[config.mk]
export PLATFORM = sky130hd
export DESIGN_NAME = pipe_elastic_reg
export DESIGN_NICKNAME = d
export VERILOG_FILES = /design/src/rtl/pipe_elastic_reg.sv
export SDC_FILE = /design/constraint.sdc
export NUM_CORES = 1
export LEC_CHECK = 0
export CORE_MARGIN = 2
export CORE_UTILIZATION = 45
export CTS_CLUSTER_SIZE = 12
export DETAILED_ROUTE_END_ITERATION = 10
export MAX_ROUTING_LAYER = met4
export PLACE_DENSITY = 0.73
export SLEW_MARGIN = 20
export SYNTH_ARGS = -nofsm -noshare
export SYNTH_HDL_FRONTEND = slang
export SYNTH_SLANG_ARGS = --single-unit
[constraint.sdc]
create_clock -name clk -period 3.9 [get_ports clk]
set_input_delay 1.17 -clock clk [delete_from_list [all_inputs] [get_ports clk]]
set_output_delay 1.17 -clock clk [all_outputs]
set_load 0.005 [all_outputs]
[src/rtl/pipe_elastic_reg.sv]
// Elastic pipeline register: DEPTH chained slices, each with a main and a skid entry.
// Ready toward upstream is registered (!skid valid), so out_ready never reaches in_ready combinationally.
module pipe_elastic_reg #(
    parameter int DATA_WIDTH = 32,
    parameter int CTRL_WIDTH = 4,
    parameter int DEPTH      = 1,
    parameter int OCC_WIDTH  = 4
) (
    input  logic                  clk,
    input  logic                  rst,
    input  logic                  flush,
    input  logic                  in_valid,
    output logic                  in_ready,
    input  logic [CTRL_WIDTH-1:0] in_ctrl,
    input  logic [DATA_WIDTH-1:0] in_data,
    output logic                  out_valid,
    input  logic                  out_ready,
    output logic [CTRL_WIDTH-1:0] out_ctrl,
    output logic [DATA_WIDTH-1:0] out_data,
    output logic [OCC_WIDTH-1:0]  occupancy
);

    if (DEPTH < 1 || DEPTH > 4) begin : g_bad_depth
        $error("pipe_elastic_reg: DEPTH must be in 1..4");
    end
    if ((1 << OCC_WIDTH) <= 2 * DEPTH) begin : g_bad_occ
        $error("pipe_elastic_reg: OCC_WIDTH too small for 2*DEPTH entries");
    end

    logic [DEPTH-1:0]      main_v_q, main_v_d;
    logic [DEPTH-1:0]      skid_v_q, skid_v_d;
    logic [CTRL_WIDTH-1:0] main_c_q [DEPTH];
    logic [CTRL_WIDTH-1:0] main_c_d [DEPTH];
    logic [CTRL_WIDTH-1:0] skid_c_q [DEPTH];
    logic [CTRL_WIDTH-1:0] skid_c_d [DEPTH];
    logic [DATA_WIDTH-1:0] main_d_q [DEPTH];
    logic [DATA_WIDTH-1:0] main_d_d [DEPTH];
    logic [DATA_WIDTH-1:0] skid_d_q [DEPTH];
    logic [DATA_WIDTH-1:0] skid_d_d [DEPTH];

    // link k is the input side of slice k; link DEPTH is the block output
    logic [DEPTH:0]        link_v;
    logic [DEPTH:0]        link_r;
    logic [CTRL_WIDTH-1:0] link_c [DEPTH+1];
    logic [DATA_WIDTH-1:0] link_d [DEPTH+1];

    always_comb begin
        link_v[0]     = in_valid;
        link_c[0]     = in_ctrl;
        link_d[0]     = in_data;
        link_r[DEPTH] = out_ready;
        for (int k = 0; k < DEPTH; k++) begin
            link_v[k+1] = main_v_q[k];
            link_c[k+1] = main_c_q[k];
            link_d[k+1] = main_d_q[k];
            link_r[k]   = !skid_v_q[k];
        end
    end

    assign in_ready  = link_r[0];
    assign out_valid = link_v[DEPTH];
    assign out_ctrl  = link_v[DEPTH] ? link_c[DEPTH] : '0;
    assign out_data  = link_d[DEPTH];

    always_comb begin
        main_v_d = main_v_q;
        skid_v_d = skid_v_q;
        main_c_d = main_c_q;
        skid_c_d = skid_c_q;
        main_d_d = main_d_q;
        skid_d_d = skid_d_q;
        for (int k = 0; k < DEPTH; k++) begin
            if (!main_v_q[k]) begin
                if (link_v[k] && link_r[k]) begin
                    main_v_d[k] = 1'b1;
                    main_c_d[k] = link_c[k];
                    main_d_d[k] = link_d[k];
                end
            end else if (link_r[k+1]) begin
                if (skid_v_q[k]) begin
                    main_c_d[k] = skid_c_q[k];
                    main_d_d[k] = skid_d_q[k];
                    skid_v_d[k] = 1'b0;
                end else if (link_v[k]) begin
                    main_c_d[k] = link_c[k];
                    main_d_d[k] = link_d[k];
                end else begin
                    main_v_d[k] = 1'b0;
                end
            end else if (link_v[k] && link_r[k]) begin
                skid_v_d[k] = 1'b1;
                skid_c_d[k] = link_c[k];
                skid_d_d[k] = link_d[k];
            end
        end
    end

    always_comb begin
        occupancy = '0;
        for (int k = 0; k < DEPTH; k++) begin
            occupancy = occupancy + OCC_WIDTH'(main_v_q[k]) + OCC_WIDTH'(skid_v_q[k]);
        end
    end

    always_ff @(posedge clk) begin
        if (rst) begin
            main_v_q <= '0;
            skid_v_q <= '0;
            for (int k = 0; k < DEPTH; k++) begin
                main_c_q[k] <= '0;
                skid_c_q[k] <= '0;
                main_d_q[k] <= '0;
                skid_d_q[k] <= '0;
            end
        end else begin
            main_c_q <= main_c_d;
            skid_c_q <= skid_c_d;
            main_d_q <= main_d_d;
            skid_d_q <= skid_d_d;
            // flush only squashes valid bits; payload registers are don't-care when invalid
            if (flush) begin
                main_v_q <= '0;
                skid_v_q <= '0;
            end else begin
                main_v_q <= main_v_d;
                skid_v_q <= skid_v_d;
            end
        end
    end

endmodule

==> run_results.csv <==
group,metric,value,unit
synth,synth_area,3470,um^2
clock_tree,insertion_delay,0.34,ns
timing,skew,0.00538,ns
min_path,hold_path_depth,2,
drt,firstDrtPassIters,4,
drt,vias,3143,
critical_path,arrival,1.77,ns
timing,timing.slew.headroom,56.2,%
critical_path,critPathRequiredTime,2.73,ns
critical_path,cp_slowest_cell,"dfxtp_1",
timing,timing.fmax,0.340,GHz
clock_tree,cts_sinks,74,
timing,fin_crit_sh,75.5,%
floorplan,core_area,7610,um^2
critical_path,crit_family,"flip-flops",
timing,drv_slew,0,
clock_tree,cts_max_path_buffers,2,
final_layout,diodes,0,
clock_tree,clock-root-buffer,"clkbuf_8",
floorplan,ios,83,
floorplan,dieWidth,91.8,um
timing,setup_slack,0.956,ns
timing,setup_viol,0,
run_status,status,"complete, no violations",
clock_tree,cts-resized-gates,0,
synth,synthTopCellsByArea,"dfxtp_1 43%, mux2i_1 10%, a41oi_1 9.1%, nor4b_1 9.1%, nand2_1 7.9%",
critical_path,worst-path-max-fanout,14,
grt,grt_overflow,0,
drt,ant_nets,0,
timing,fin_tns_setup,0,ns
drt,routedWlPerCell,15.9,um
synth,ys_top_cells_by_count,"74 x dfxtp_1, 73 x nand2_1, 37 x a21oi_1",
critical_path,r2r_slack,1.63,ns
synth,synth_area_per_cell,8.88,um^2
drt,finalWirelength,8.83,mm
final_layout,fin_cells,555,
synth,yosysSeqAreaShare,42.7,%
min_path,hold_path.class,"reg -> reg",
floorplan,die_h,91.8,um
grt,grt_pass1_wl,14.7,mm
power,irDropWorstVdd,0.240,mV
placed_design,dp_slack,0.952,ns
critical_path,path_buf_inv,1,
power,finalPower,1810,uW
synth,synthCells,391,
floorplan,die-area,8430,um^2
drt,drtIter0Drc,159,
final_layout,syn_to_final_growth,30.5,%
critical_path,worstSetupPathType,"reg -> out",
final_layout,finalNetCount,490,
placed_design,hpwl,5.38,mm
grt,grtUsageTotal,22.2,%
synth,yosysUniqueCellTypes,28,
floorplan,start_util,45.6,%
critical_path,worst_setup_path_end_kind,"output port",
grt,grt_start_max_net_pins,45,
critical_path,start_kind,"register",
critical_path,r2r_end,"main_c_q[3]$_SDFFE_PP0P_",
power,leakagePower,0.00172,uW
final_layout,fin_util,59.5,%
grt,antenna_found_initial,0,
synth,synth_top_area_share,42.7,%
grt,grt_pass1_vias,3141,
min_path,worstHoldStart,"skid_d_q[4]$_SDFFE_PP0P_",
synth,synthFlopType,"dfxtp_1",
power,p_per_area,400,nW/um^2
clock_tree,post_cts_buffers,0,
timing,rsz0062_at_grt,"no",
timing,period_needed,2.94,ns
synth,synth_most_common_cell,"dfxtp_1",
clock_tree,h-tree-depth,3,
min_path,hold_end,"skid_d_q[4]$_SDFFE_PP0P_",
synth,ys_ff_latch,74,
clock_tree,cts_tree,"built",
synth,yosysTopAreaCell,"dfxtp_1",
timing,hold_viol,0,
drt,drcViolationCount,0,
run,maxCapViolCount,0,
critical_path,rr_worst_depth,5,
placed_design,placement.io_buffers,80,
critical_path,crit_start,"out_valid$_SDFF_PP0_",
critical_path,crit_path_max_incr_delay,0.67,ns
synth,synth-edff-count,0,
placed_design,gp_congestion,0.742,
timing,worst_slew_pin_slew,0.657,ns
final_layout,drive_above_1_share,6.84,%
drt,viasPerCell,5.66,
clock_tree,cts_hold_buf,0,
clock_tree,cts_buffers,9,
placed_design,dp_cells,539,
critical_path,crit_chain,"ha_1 > clkdlybuf4s50_1",
floorplan,num_rows,32,
clock_tree,cts.reportedPaths.clkPinSlew,0.08,ns
critical_path,r2r-start,"skid_v_q$_SDFFE_PP0P_",
synth,yosys_warnings,0,
synth,async_flop_share,0,%
## placed cells by master, fill, tap and decap left out, types with 2 or more instances in the layout
cell,count
clkbuf_8,10
clkdlybuf4s50_1,78
mux2i_1,36
nand2_1,73
buf_4,9
buf_2,2
bufinv_16,4
o21ai_0,6
dfxtp_1,73
and2_1,5
a41oi_1,36
o21ai_1,30
conb_1,2
nor4b_1,36
a21oi_1,37
## sequential cells by signal, indices dropped and copies added (netlist names)
| register | cells |
|---|---|
| skid_v_q | 1 |
| skid_d_q | 32 |
| out_data | 32 |
| skid_c_q | 4 |
| main_c_q | 4 |
| out_valid | 1 |
## per-layer routing
| layer | vias to the layer above | routed length, um | GRT usage [%] | share of wire, % |
|---|---|---|---|---|
| li1 | 1554 | - | - | - |
| met1 | 1498 | 3860 | 25.4 | 44 |
| met2 | 84 | 4450 | 38.7 | 50 |
| met3 | 7 | 434 | 4.77 | 4.9 |
| met4 | 0 | 83 | 7.09 | 0.94 |
| met5 | - | 0 | - | 0 |
## final cells by class
type / count / area [um^2]
sequential: 74 / 1480
tap: 102 / 128
timing repair buffer: 89 / 858
clock inverter: 5 / 125
clock buffer: 11 / 141
inverter: 2 / 7.51
fill: 684 / 3080
multi-input combinational: 272 / 1790
## how the worst max path moves through the flow
| stage | endpoint | slack [ns] | depth (start not counted) |
|---|---|---|---|
| 2_1_floorplan | in_ready | 1.74 | 4 |
| 3_3_place_gp | out_data[14]$_SDFFE_PP0P_ | 0.97 | 5 |
| 3_5_place_dp | main_c_q[3]$_SDFFE_PP0P_ | 0.95 | 5 |
| 4_1_cts | occupancy[0] | 0.96 | 2 |
| 5_1_grt | occupancy[0] | 0.85 | 2 |
| 6_report | occupancy[0] | 0.96 | 2 |
## through the flow
step                      instance area, um^2  hold WS [ns]
after floorplan                          3470         0.436
after global routing                     4530         0.468
after detailed placement                 4260         0.446
after global placement                   4260         0.441
final                                    4530         0.454
after CTS                                4520         0.456
## tightest hold or removal path, stage by stage (launching register included)
cell	delay (ns)
dfxtp_1	0.31
nand2_1	0.05
a21oi_1	0.05
## report_power, final
group / total, uW / internal [uW] / switching [uW] / leakage (uW)
logic: 215 / 119 / 96.6 / 0.000984
registers: 814 / 789 / 24.9 / 0.000604
clock network: 780 / 506 / 274 / 0.000134
total: 1810 / 1410 / 395 / 0.00172
## logic make-up after synthesis
family,after synthesis,share of synthesized area (%)
AOI/OAI and AO/OA,111,20.3
DFF,74,42.7
muxes,36,10.4
adders and majority gates,1,0.360
and+or+nand+nor,122,19.5
other,1,0.108
buffers and inverters,46,6.67
Note: power is estimated with default switching activity, not from simulation.
